==> src/rtl/path_pkg.sv <==
// Shared definitions for the shortest-path solver and the path tracer.
// Contents: direction codes written into P, default data/address widths,
// and the tracer FSM state encoding.
package path_pkg;

  localparam int unsigned PKG_D_WIDTH = 8;
  localparam int unsigned PKG_A_WIDTH = 16;

  // Direction codes: how the cost front reached each cell
  localparam logic [7:0] DIR_START = 8'h08;
  localparam logic [7:0] DIR_RIGHT = 8'h09;
  localparam logic [7:0] DIR_DOWN  = 8'h0A;

  typedef enum logic [2:0] {
    ST_IDLE  = 3'd0,
    ST_ISSUE = 3'd1,
    ST_WAIT  = 3'd2,
    ST_CAPT  = 3'd3,
    ST_STEP  = 3'd4
  } state_t;

endpackage

==> src/rtl/path_tracer.sv <==
// Reconstructs the minimum-cost route from direction memory P.
// It walks P backwards from (NUM_ROWS-1, NUM_COLS-1) to (0,0) and writes R[i+j] = i*NUM_COLS+j.
// Malformed P contents end the walk with Done and Err instead of hanging.
// Ports:
//   Clk, Rst         clock and synchronous active-high reset
//   Go               start request, sampled only in IDLE
//   P_In             P read data
//   P_Addr/En/Rw     P read port (Rw always 0)
//   R_Out/Addr/En/Rw R write port (Rw = 1 on write)
//   Done, Err        one-cycle completion / fault pulses
module path_tracer
  import path_pkg::*;
#(
  parameter int unsigned NUM_ROWS = 4,
  parameter int unsigned NUM_COLS = 4,
  parameter int unsigned D_WIDTH  = PKG_D_WIDTH,
  parameter int unsigned A_WIDTH  = PKG_A_WIDTH
) (
  input  logic               Clk,
  input  logic               Rst,
  input  logic               Go,
  input  logic [D_WIDTH-1:0] P_In,
  output logic [A_WIDTH-1:0] P_Addr,
  output logic               P_En,
  output logic               P_Rw,
  output logic [D_WIDTH-1:0] R_Out,
  output logic [A_WIDTH-1:0] R_Addr,
  output logic               R_En,
  output logic               R_Rw,
  output logic               Done,
  output logic               Err
);

  localparam int unsigned I_W = (NUM_ROWS > 1) ? $clog2(NUM_ROWS) : 1;
  localparam int unsigned J_W = (NUM_COLS > 1) ? $clog2(NUM_COLS) : 1;
  localparam logic [I_W-1:0] I_MAX = I_W'(NUM_ROWS - 1);
  localparam logic [J_W-1:0] J_MAX = J_W'(NUM_COLS - 1);

  state_t             r_state, w_state_nxt;
  logic [I_W-1:0]     r_i, w_i_nxt;
  logic [J_W-1:0]     r_j, w_j_nxt;
  logic [D_WIDTH-1:0] r_p_reg, w_p_reg_nxt;

  logic [A_WIDTH-1:0] r_p_addr, w_p_addr;
  logic               r_p_en, w_p_en;
  logic [D_WIDTH-1:0] r_r_out, w_r_out;
  logic [A_WIDTH-1:0] r_r_addr, w_r_addr;
  logic               r_r_en, w_r_en;
  logic               r_done, w_done;
  logic               r_err, w_err;

  logic [A_WIDTH-1:0] w_cell_addr;
  logic [A_WIDTH-1:0] w_route_idx;
  logic               w_fin, w_go_right, w_go_down, w_step_ok;

  // Cell address into P and route index into R
  assign w_cell_addr = A_WIDTH'(r_i) * A_WIDTH'(NUM_COLS) + A_WIDTH'(r_j);
  assign w_route_idx = A_WIDTH'(r_i) + A_WIDTH'(r_j);

  // Decode of the captured direction; a legal step must stay inside the grid
  assign w_fin      = (r_p_reg == D_WIDTH'(DIR_START)) && (r_i == '0) && (r_j == '0);
  assign w_go_right = (r_p_reg == D_WIDTH'(DIR_RIGHT)) && (r_j != '0);
  assign w_go_down  = (r_p_reg == D_WIDTH'(DIR_DOWN))  && (r_i != '0);
  assign w_step_ok  = w_fin || w_go_right || w_go_down;

  // State register
  always_ff @(posedge Clk) begin
    if (Rst) r_state <= ST_IDLE;
    else     r_state <= w_state_nxt;
  end

  // Next-state logic
  always_comb begin
    w_state_nxt = r_state;
    case (r_state)
      ST_IDLE:  if (Go) w_state_nxt = ST_ISSUE;
      ST_ISSUE: w_state_nxt = ST_WAIT;
      ST_WAIT:  w_state_nxt = ST_CAPT;
      ST_CAPT:  w_state_nxt = ST_STEP;
      ST_STEP:  w_state_nxt = (w_go_right || w_go_down) ? ST_ISSUE : ST_IDLE;
      default:  w_state_nxt = ST_IDLE;
    endcase
  end

  // Output and datapath next values; every strobe defaults low
  always_comb begin
    w_i_nxt     = r_i;
    w_j_nxt     = r_j;
    w_p_reg_nxt = r_p_reg;
    w_p_addr    = '0;
    w_p_en      = 1'b0;
    w_r_out     = '0;
    w_r_addr    = '0;
    w_r_en      = 1'b0;
    w_done      = 1'b0;
    w_err       = 1'b0;
    case (r_state)
      ST_IDLE: begin
        if (Go) begin
          w_i_nxt = I_MAX;
          w_j_nxt = J_MAX;
        end
      end
      ST_ISSUE: begin
        w_p_en   = 1'b1;
        w_p_addr = w_cell_addr;
      end
      ST_CAPT: begin
        w_p_reg_nxt = P_In;
      end
      ST_STEP: begin
        if (w_step_ok) begin
          // Route entry uses the coordinates before the step
          w_r_en   = 1'b1;
          w_r_addr = w_route_idx;
          w_r_out  = D_WIDTH'(w_cell_addr);
          if (w_fin)      w_done  = 1'b1;
          if (w_go_right) w_j_nxt = r_j - J_W'(1);
          if (w_go_down)  w_i_nxt = r_i - I_W'(1);
        end else begin
          w_done = 1'b1;
          w_err  = 1'b1;
        end
      end
      default: ;
    endcase
  end

  // Datapath and output registers
  always_ff @(posedge Clk) begin
    if (Rst) begin
      r_i      <= '0;
      r_j      <= '0;
      r_p_reg  <= '0;
      r_p_addr <= '0;
      r_p_en   <= 1'b0;
      r_r_out  <= '0;
      r_r_addr <= '0;
      r_r_en   <= 1'b0;
      r_done   <= 1'b0;
      r_err    <= 1'b0;
    end else begin
      r_i      <= w_i_nxt;
      r_j      <= w_j_nxt;
      r_p_reg  <= w_p_reg_nxt;
      r_p_addr <= w_p_addr;
      r_p_en   <= w_p_en;
      r_r_out  <= w_r_out;
      r_r_addr <= w_r_addr;
      r_r_en   <= w_r_en;
      r_done   <= w_done;
      r_err    <= w_err;
    end
  end

  assign P_Addr = r_p_addr;
  assign P_En   = r_p_en;
  assign P_Rw   = 1'b0;
  assign R_Out  = r_r_out;
  assign R_Addr = r_r_addr;
  assign R_En   = r_r_en;
  assign R_Rw   = r_r_en;
  assign Done   = r_done;
  assign Err    = r_err;

endmodule

==> config.mk <==
export PLATFORM = sky130hd
export DESIGN_NAME = path_tracer
export DESIGN_NICKNAME = d
export VERILOG_FILES = /design/src/rtl/path_pkg.sv /design/src/rtl/path_tracer.sv
export SDC_FILE = /design/constraint.sdc
export NUM_CORES = 1
export LEC_CHECK = 0
export BUFFER_PORTS_ARGS = -buffer_cell sky130_fd_sc_hd__buf_2
export CAP_MARGIN = 20
export CORE_AREA = 2 2 73 75
export DETAILED_ROUTE_END_ITERATION = 8
export DIE_AREA = 0 0 75 77
export GPL_ROUTABILITY_DRIVEN = 0
export GPL_TIMING_DRIVEN = 0
export PLACE_DENSITY = 0.49
export SYNTH_ARGS = -nofsm -noshare
export SYNTH_HDL_FRONTEND = slang
export SYNTH_SLANG_ARGS = --single-unit
==> constraint.sdc <==
create_clock -name Clk -period 3.4 [get_ports Clk]
set_clock_uncertainty 0.15 [all_clocks]
set_input_delay 0.17 -clock Clk [delete_from_list [all_inputs] [get_ports Clk]]
set_output_delay 0.17 -clock Clk [all_outputs]
set_load 0.03 [all_outputs]
### Word level (Yosys, flattened, before mapping)

Cells that the tools add are included.

* add/sub/neg operators: 4
* equal/unequal tests: 11
* multiplexer cells: 15
* bitwise logic cells: 3
* reductions and logical operators: 18

Operators with widths (number)
* $eq 8x4->1 const B: 3
* $pmux 3 s5: 1
* $mux 2: 5
* $ne 2x2->1 const B: 4
* $pmux 2 s2: 2
* $reduce_and 4->1: 2
* $eq 3x2->1 const B: 2
* $mux 1: 6
* $reduce_bool 2->1: 3
* $add 4x2->5: 1
* $logic_and 1x1->1: 4
* $logic_not 2->1: 2
* $reduce_or 2->1: 2
* $sub 2x1->2 const B: 2
* $add 2x2->3: 1
* $eq 3x1->1 const B: 1
* $eq 3x3->1 const B: 1
* $logic_not 3->1: 1
* $logic_or 1x1->1: 3
* $mux 3: 1
* $not 1->1: 3
* $reduce_or 3->1: 1

* bits in registers: 59
* input bits: 11

### Depth between registers and ports, before layout

Gate-level depths: netlist (run 1).

* depth in word-level cells: 7
* depth in mapped cells: 6
* depth with buffers taken out: 6

### Worst setup path after synthesis (run 1)

OpenSTA, ideal clock, no wires.

* path kind: register to register
* start point: reg r_j[1]
* end point: reg r_j[1]
* library setup time: 0.065 ns
* arrival: 1.729 ns
* required time: 3.185 ns
* slack: 1.456 ns
* stages on the path, launching flop included: 7
* buffers on the path: 0
* path through: dfxtp_1 -> inv_1 -> ha_1 -> or3b_2 -> nor4_1 -> mux2i_1 -> nor2b_1

* longest elaborated chain between the ends: 6
* elaborated cells on any way between the ends: 13

Ends and longest elaborated chain
* start: declaration: RTL line path_tracer.sv:41 `logic [J_W-1:0] r_j, w_j_nxt;`
* start signal: assignment: RTL line path_tracer.sv:144 `r_j <= w_j_nxt;`
* branches (longest 6 deep; another with $sub 2x1->2)

Parallel ways; which one is timed is not known. The select of a mux whose other input is x is not followed.
A chain may end at the register's enable or synchronous reset.

### Final worst setup path (run 1)

* start point: reg r_j[0]
* end point: reg r_j[1]

The elaborated chain is that of the path after synthesis.

==> results, run 1 <==
- The proportion of netlist area held by the largest area contributor is 43.0%.
- The hold buffer count at CTS is 9.
- The analysis attributes to cell leakage a power of 0.00101 µW.
- The register with the most flip-flops in the layout has 8 of them.
- Of all flip-flops after synthesis, the portion carrying an async set or reset was 0%.
- For the final routed database, the setup TNS stands at 0 ps.
- The post-synth design cell area is 1400 µm².
- The netlist uses 32 different library cells.
- The residual antenna-violating net count after detailed routing is 0.
- The cell at the root of the clock tree is sky130_fd_sc_hd__clkbuf_8.
- The classification of the worst-slack hold path is input pin to flop.
- The clock insertion delay at the later pin of the skew report is 280 ps.
- The leftover overflow at the end of global routing is 0.
- STA classifies the critical path startpoint as a flop.
- Once the floorplan was initialized, standard cells occupied 28.1% of the core.
- TritonCTS built the clock tree.
- The pre-antenna-repair detailed-routing pass consisted of 4 iterations.
- The dominant combinational cell family by area after synthesis is simple AND/OR/NAND/NOR gates.
- The count of buffers added by post-CTS timing repair for setup is 0.
- After synthesis, the share of cell area in mux cells is 6.45%.
- The floorplan step set the die height to 77 µm.
- The number of buffers inserted during clock tree synthesis is 5.
- Global routing used 9.52% of the available tracks.
- 57 I/O pins were placed.
- Of the total synthesized cell area, the portion taken by full adders, half adders and majority gates is 4.12%.
- The synthesized-area fraction occupied by xor and xnor cells is 0.627%.
- The maximum level of the CTS H-tree is 2.
- At the pin with the least slew margin, the transition time is 638 ps.
- Sorting the synthesized cells by area gives the leading types as sky130_fd_sc_hd__dfxtp_1 43%, sky130_fd_sc_hd__buf_4 17%, sky130_fd_sc_hd__mux2i_1 6.5%.
- The final critical-path share of the clock period is 64.6%.
- After the last flow step, the layout net total stands at 227.
- Yosys mapped a number of flops with a built-in enable equal to 0.
- The count of port buffers added during placement is 26.
- The main flop type after synthesis is sky130_fd_sc_hd__dfxtp_1.
- STA puts the critical path data arrival time at 2270 ps.
- The die footprint is 5780 µm².
- Based on the critical path, the design can be clocked at up to 455 MHz.
- By count the netlist is led by 31 x sky130_fd_sc_hd__buf_4, 30 x sky130_fd_sc_hd__dfxtp_1, 13 x sky130_fd_sc_hd__nor2_1.
- The initial antenna violation count is 0.
- The cell taking the most area after synthesis is sky130_fd_sc_hd__dfxtp_1.
- The total area inside the core boundary comes to 4980 µm².
- Cells fill 38.6% of the core in the end.
- The number of global-route vias before repair is 951.
- The design area is 1920 µm².
- The clock period could shrink to 2200 ps.
- Setup violations remaining at the end of the flow were counted as 0.
- Among all cell types in the netlist, the one instantiated most often is sky130_fd_sc_hd__buf_4.
- The clock input transition at the sequential cells of the worst setup and hold paths is 60 ps.
- The wire length of the first global-routing pass is 4.19 mm.
- The fraction of the mapped netlist area in compound gates is 4.75%.
- The run finished with clean final reports.
- The number of buffers on the longest clock path is 2.
- Of the total synthesized cell area, the portion taken by AND, OR, NAND and NOR gates is 21.4%.
- The final hold slack is 70.2 ps.
- The placement row count is 26.
- The final routed wirelength across all metal layers is 2.41 mm.
- After detailed routing, the number of vias per cell comes to 3.62.
- The number of synthesized register bits is 30.
- The maximum number of pins on one net before global-route repair is 11.
- After detailed routing, the average wire length per cell comes to 8.53 µm.
- STA classifies the critical path endpoint as a flop.
- 0 antenna diodes ended up in the layout.
- Once detailed placement completed, the half-perimeter wirelength came to 1.83 mm.
- The worst vdd rail ir drop is 0.153 mV.
- For this design, the sink count on the clock tree is 30.
- The number of hold violations in the final report was 0.
- The cell area power density is 449 nW/µm².
- After detailed routing, the number of remaining DRC violations is 0.
- The worst endpoint required time is 3470 ps.
- For this run, the register share of the synthesized area comes to 43.0%.
- Summing internal, switching and leakage power gives 863 µW.
- The first routing iteration left 30 violations.
- The synthesized area per cell is 9.90 µm².
- The worst pin sits at a relative slew slack of 56.9%.
- The area growth from synthesis to layout is 37.7%.
- The fraction of final layout cells with drive strength greater than 1 is 35.2%.
- The placed instances occupy a cell area of 1720 µm².
- The number of max-capacitance violations reported is 0.
- The number of pins exceeding their max-slew limit in the final report is 0.
- The final route contains 1025 vias.
- After clock tree synthesis, the repair step resized 0 gates.
- The highest net fanout along the worst path is 5.
- The chip width is 75 µm.
- The number of warning messages in the yosys log is 0.
- The critical path is of the flop to flop type.
- Setup repair after global routing left no endpoint under its margin.
- The number of instances in the synthesized netlist is 141.
where the power goes:
| part | switching, µW | leakage [µW] | internal (µW) |
|---|---|---|---|
| Combinational | 91.0 | 0.000713 | 64.0 |
| Sequential | 9.81 | 0.000244 | 365 |
| Clock | 129 | 0.0000575 | 204 |
worst max-delay path: stages (launching register included):
cell	delay, ps
sky130_fd_sc_hd__dfxtp_1	350
sky130_fd_sc_hd__inv_1	110
sky130_fd_sc_hd__ha_1	250
sky130_fd_sc_hd__or3b_2	510
sky130_fd_sc_hd__nor4_1	430
sky130_fd_sc_hd__mux2i_1	220
sky130_fd_sc_hd__nor2b_1	120
cell type report:
class / instances / area (µm²)
inverters: 4 / 15.0
repair buffers: 35 / 220
well taps: 70 / 87.6
multi-input cells: 101 / 634
flip-flops and latches: 30 / 601
clock buffers: 8 / 110
plain buffers: 35 / 255
fillers: 517 / 3050
per-stage QoR:
step	std cells	setup WS (ps)
after detailed placement	266	1230
after floorplan	170	1460
final	283	1200
after global routing	283	1050
after CTS	283	1190
after global placement	266	1200
cell families (layout without fill, tap and decap cells):
kind of cell    Yosys count  in the layout
other cells               1             30
xor+xnor                  1              1
flops                    30             30
fa+ha+maj                 4              4
buf+inv                  39             82
simple gates             47             47
mux                       9              9
compound gates           10             10
worst paths after layout:
| check | slack, ps | start | cells past startpoint | endpoint |
|---|---|---|---|---|
| hold / removal | 70 | Go | 3 | r_state[0]$_SDFFE_PP0P_ |
| setup / recovery | 1200 | r_j[0]$_SDFFE_PP0P_ | 6 | r_j[1]$_SDFFE_PP0P_ |
| setup reg to reg | 1200 | r_j[0]$_SDFFE_PP0P_ | 6 | r_j[1]$_SDFFE_PP0P_ |
| hold reg to reg | 340 | r_p_reg[5]$_SDFFE_PP0P_ | 2 | r_p_reg[5]$_SDFFE_PP0P_ |
per-layer routing:
metal  track usage (%)  part of all wire, %  vias up
met5                 0                    0        -
met4              5.36                  2.0        0
met3              3.42                  9.6        7
met2              13.9                   43       50
met1              11.8                   46      417
li1                  -                    -      551
cells in the final DEF, fill, tap and decap left out:
cell type	synthesis	final
sky130_fd_sc_hd__mux2i_1	9	9
sky130_fd_sc_hd__or2_4	2	2
sky130_fd_sc_hd__nor4_4	1	1
sky130_fd_sc_hd__o211a_1	1	1
sky130_fd_sc_hd__or4b_4	1	1
sky130_fd_sc_hd__buf_4	31	31
sky130_fd_sc_hd__and2_1	7	7
sky130_fd_sc_hd__nor4b_1	1	1
sky130_fd_sc_hd__buf_6	1	1
sky130_fd_sc_hd__dfxtp_1	30	30
sky130_fd_sc_hd__or3b_4	1	1
sky130_fd_sc_hd__fa_1	1	1
sky130_fd_sc_hd__and3_1	1	1
sky130_fd_sc_hd__clkbuf_8	0	8
sky130_fd_sc_hd__a21oi_1	2	2
sky130_fd_sc_hd__nor3_1	8	8
sky130_fd_sc_hd__nor4_1	2	2
sky130_fd_sc_hd__nor3b_4	1	1
sky130_fd_sc_hd__a211oi_1	2	2
sky130_fd_sc_hd__o311ai_0	1	1
sky130_fd_sc_hd__or2_2	1	1
sky130_fd_sc_hd__a21o_1	1	1
sky130_fd_sc_hd__or3b_2	2	2
sky130_fd_sc_hd__inv_1	4	4
sky130_fd_sc_hd__buf_2	0	26
sky130_fd_sc_hd__conb_1	1	30
sky130_fd_sc_hd__xnor2_1	1	1
sky130_fd_sc_hd__dlygate4sd3_1	0	9
sky130_fd_sc_hd__ha_1	3	3
sky130_fd_sc_hd__clkbuf_1	3	3
sky130_fd_sc_hd__o21ai_0	3	3
sky130_fd_sc_hd__nand2_1	3	3
sky130_fd_sc_hd__nor2_1	13	13
sky130_fd_sc_hd__nor2b_1	1	1
sky130_fd_sc_hd__nand3b_1	2	2
No activity file was read; power rests on OpenSTA's default activity.
==> run 2, diff against run 1 <==
--- a/config.mk
+++ b/config.mk
@@ -12,7 +12,7 @@
 export DIE_AREA = 0 0 75 77
 export GPL_ROUTABILITY_DRIVEN = 0
 export GPL_TIMING_DRIVEN = 0
-export PLACE_DENSITY = 0.49
+export PLACE_DENSITY = 0.51
 export SYNTH_ARGS = -nofsm -noshare
 export SYNTH_HDL_FRONTEND = slang
 export SYNTH_SLANG_ARGS = --single-unit
==> constraint.sdc (replaced) <==
create_clock -name Clk -period 1.8 [get_ports Clk]
set_clock_uncertainty 0.15 [all_clocks]
set_input_delay 0.09 -clock Clk [delete_from_list [all_inputs] [get_ports Clk]]
set_output_delay 0.09 -clock Clk [all_outputs]
set_load 0.03 [all_outputs]
==> run 2 against run 1 <==
The run now ends with setup timing left. Routed wire length rose by 13%. Maximum frequency rose by 20%. Total power increased by 88%. Via count rose by 6.7%. Combinational power up 130%. Core utilization up 3.5 points. Final cell count up 4.6%. Register-to-register slack got worse by 1200 ps. Clock-buffer cell count shrank 2. Clock power up 67%. Worst hold slack gained 260 ps. Non-clock buffer count up 13. Critical endpoint is now r_i[1]$_SDFFE_PP0P_. Largest cell class unchanged. Largest power group unchanged. Highest routed layer unchanged.
==> results, run 2 (synthesis gave the netlist of run 1 again) <==
- The buffer and inverter count on the worst path is 0.
- The worst endpoint required time is 1830 ps.
- The classification of the worst-slack hold path is flop to flop.
- The number of buffers inserted during clock tree synthesis is 5.
- The flip-flop count of the largest register after layout is 8.
- Entering global routing, the biggest net connects 11 pins.
- The net count of the finished layout is 240.
- Of the total power, the share spent switching nets is 28.6%.
- The number of gates on the worst path with buffers counted is 4.
- The number of buffers on the longest clock path is 2.
- The tightest slew margin relative to the limit is 57.1%.
- Setup slack on the worst reg-to-reg path comes out at -40 ps.
- The maximum level of the CTS H-tree is 2.
- The routed wire length per instance is 9.19 µm.
- Setup repair after global routing could not meet its margin everywhere.
- The residual antenna-violating net count after detailed routing is 0.
- The kind of cell with the highest combined delay on the critical path is simple AND/OR/NAND/NOR gates.
- Cell internal power was estimated by the tool at 1160 µW.
- The maximum frequency from static timing analysis is 544 MHz.
- The flow ran to the end, but the final reports show violations.
- The total cell area at the placement stage is 1730 µm².
- The endpoint identified for the worst register-to-register timing path is r_i[1]$_SDFFE_PP0P_.
- The minimum clock period is 1840 ps.
- Buffers placed on the I/O ports in this run total 26.
- Per report_power, the sequential group accounts for 43.7% of the total.
- The share of total power dissipated in combinational logic is 22.1%.
- The final routed wirelength across all metal layers is 2.72 mm.
- After detailed placement, the design holds a cell count of 266.
- The final cell count without fillers is 296.
- 57 I/O pins were placed.
- The critical path goes through or4b_4 -> nor4_4 -> nor3_1 -> a211oi_1.
- The type of element launching the critical path is a flop.
- The number of inserted filler cells in the final layout is 511.
- The routed via count is 1094.
- The iteration-0 DRC count of the detailed router is 24.
- Counting instances, the worst hold path has a depth of 1.
- The setup path with the least slack is of type flop to flop.
- The pre-antenna-repair detailed-routing pass consisted of 4 iterations.
- The checks that failed: setup timing.
- The initial antenna violation count is 0.
- The placement row count is 26.
- The reg-to-reg startpoint is r_p_reg[4]$_SDFFE_PP0P_.
- The first global-routing pass estimated 4.49 mm of wire.
- The design area is 2100 µm².
- STA classifies the critical path endpoint as a flop.
- The final worst setup slack is -37.4 ps.
- The library cell used most frequently in the layout, excluding fill and tap cells, is sky130_fd_sc_hd__buf_4.
- The net switching power of the design is 462 µW.
- The wire-length estimate of the detail-placed layout is 1.89 mm.
- Across every metal layer, demand over resource in global routing totals 10.0%.
- The starting density of the core is 28.1%.
- The start point of the worst min-delay path is r_state[2]$_SDFFE_PP0P_.
- The path with the worst hold slack has its endpoint at r_state[1]$_SDFFE_PP0P_.
- The number of antenna cells inserted is 0.
- The highest net fanout along the worst path is 4.
- The clock sink count is 30.
- In this run the standard cell core region covers 4980 µm².
- The number of pins exceeding their max-slew limit in the final report is 0.
- The clock input transition at the sequential cells of the worst setup and hold paths is 70 ps.
- The slowest stage of the critical path is the sky130_fd_sc_hd__or4b_4 cell.
- The depth of the worst register-to-register path is 4.
- The library cells used most frequently in the layout, excluding fill and tap cells, are 44 x sky130_fd_sc_hd__buf_4, 30 x sky130_fd_sc_hd__conb_1, 26 x sky130_fd_sc_hd__buf_2.
- For the pin with the worst max-slew slack, the measured transition is 635 ps.
- The final count of negative-setup-slack endpoints is 10.
- The die covers 5780 µm².
- Compared with the post-synthesis result, the final layout area differs by 50.3%.
- The number of remaining DRC errors is 0.
- The worst vdd rail ir drop is 0.344 mV.
- The fraction of final layout cells with drive strength greater than 1 is 45.1%.
- The leftover overflow at the end of global routing is 0.
- In this run the clock root is driven by a sky130_fd_sc_hd__clkbuf_8.
- Across the run, the number of max-cap violations was 0.
- The clock network fraction of total power is 34.3%.
- The chip width is 75 µm.
- Summed over all cells, the static leakage comes to 0.00109 µW.
- After detailed routing, the number of vias per cell comes to 3.70.
- From bottom edge to top edge, the die measures 77 µm.
- The arrival time at the worst endpoint is 1870 ps.
- The number of hold violations in the final report is 0.
- On the worst path, the slowest cell contributes a delay of 570 ps.
- The number of global-route vias before repair came to 1010.
- For this design the ratio of total power to cell area is 771 nW/µm².
- TritonCTS built the clock tree.
- Of the available clock period, the critical path in the final layout requires 102%.
- The later pin in the worst-skew pair is clocked with a latency of 280 ps.
run 2: changes by cell type in the layout (fill, tap and decap cells not counted), sizes merged:
cell / delta
buf: +13
clkbuf: -3
clkinv: +1
clkinvlp: +1
dlygate4sd3: +1
run 2: worst max path at each step:
stage,from,to,slack (ps)
after global routing,r_p_reg[4]$_SDFFE_PP0P_,r_i[1]$_SDFFE_PP0P_,-130
after detailed placement,r_i[0]$_SDFFE_PP0P_,R_Out[2]$_SDFF_PP0_,-210
after floorplan,r_j[1]$_SDFFE_PP0P_,r_j[1]$_SDFFE_PP0P_,-10
after global placement,r_i[0]$_SDFFE_PP0P_,R_Out[1]$_SDFF_PP0_,-210
after CTS,r_p_reg[4]$_SDFFE_PP0P_,R_Out[2]$_SDFF_PP0_,-70
final,r_p_reg[4]$_SDFFE_PP0P_,r_i[1]$_SDFFE_PP0P_,-40
run 2: area by class of cell:
class / instances / area (µm²) / area share (%)
clock inverter: 2 / 12.5 / 0.596
sequential: 30 / 609 / 29.0
tap: 70 / 87.6 / 4.17
clock buffer: 6 / 82.6 / 3.94
timing repair buffer: 49 / 328 / 15.6
inverter: 4 / 17.5 / 0.835
multi-input combinational: 101 / 709 / 33.8
buffer: 34 / 251 / 12.0
run 2: layer usage:
metal	track usage (%)	vias up	wire, µm
met1	12.6	474	1190
met4	3.21	0	5
met5	0	-	0
li1	-	574	-
met2	15.9	44	1310
met3	3.29	2	210
run 2: power by group through the flow:
stage / Sequential, µW / Clock [µW] / Combinational [µW]
floorplan: 727 / 0 / 233
global placement: 723 / 0 / 279
detailed placement: 723 / 0 / 280
CTS: 705 / 579 / 332
global route: 709 / 612 / 393
finish: 707 / 555 / 357
run 2: repair_timing:
action                                  CTS  global route
pin swaps                                12            13
endpoints found under the hold margin    12             0
gates resized for setup                  13             6
buffers inserted                          7             6
endpoints found under the setup margin   11            20
hold buffers                             10             0
run 2: per-stage QoR:
| step | utilization (%) | worst slack, ps | hold slack, ps | power (µW) | TNS [ps] |
|---|---|---|---|---|---|
| after floorplan | - | -10.4 | 11.6 | 960 | -10.4 |
| after global placement | 34.8 | -213 | 169 | 1000 | -1940 |
| after detailed placement | 34.8 | -206 | 176 | 1000 | -1890 |
| after CTS | 40.6 | -71.2 | 350 | 1620 | -521 |
| after global routing | 42.2 | -126 | 354 | 1710 | -965 |
| final | 42.2 | -37.4 | 330 | 1620 | -268 |
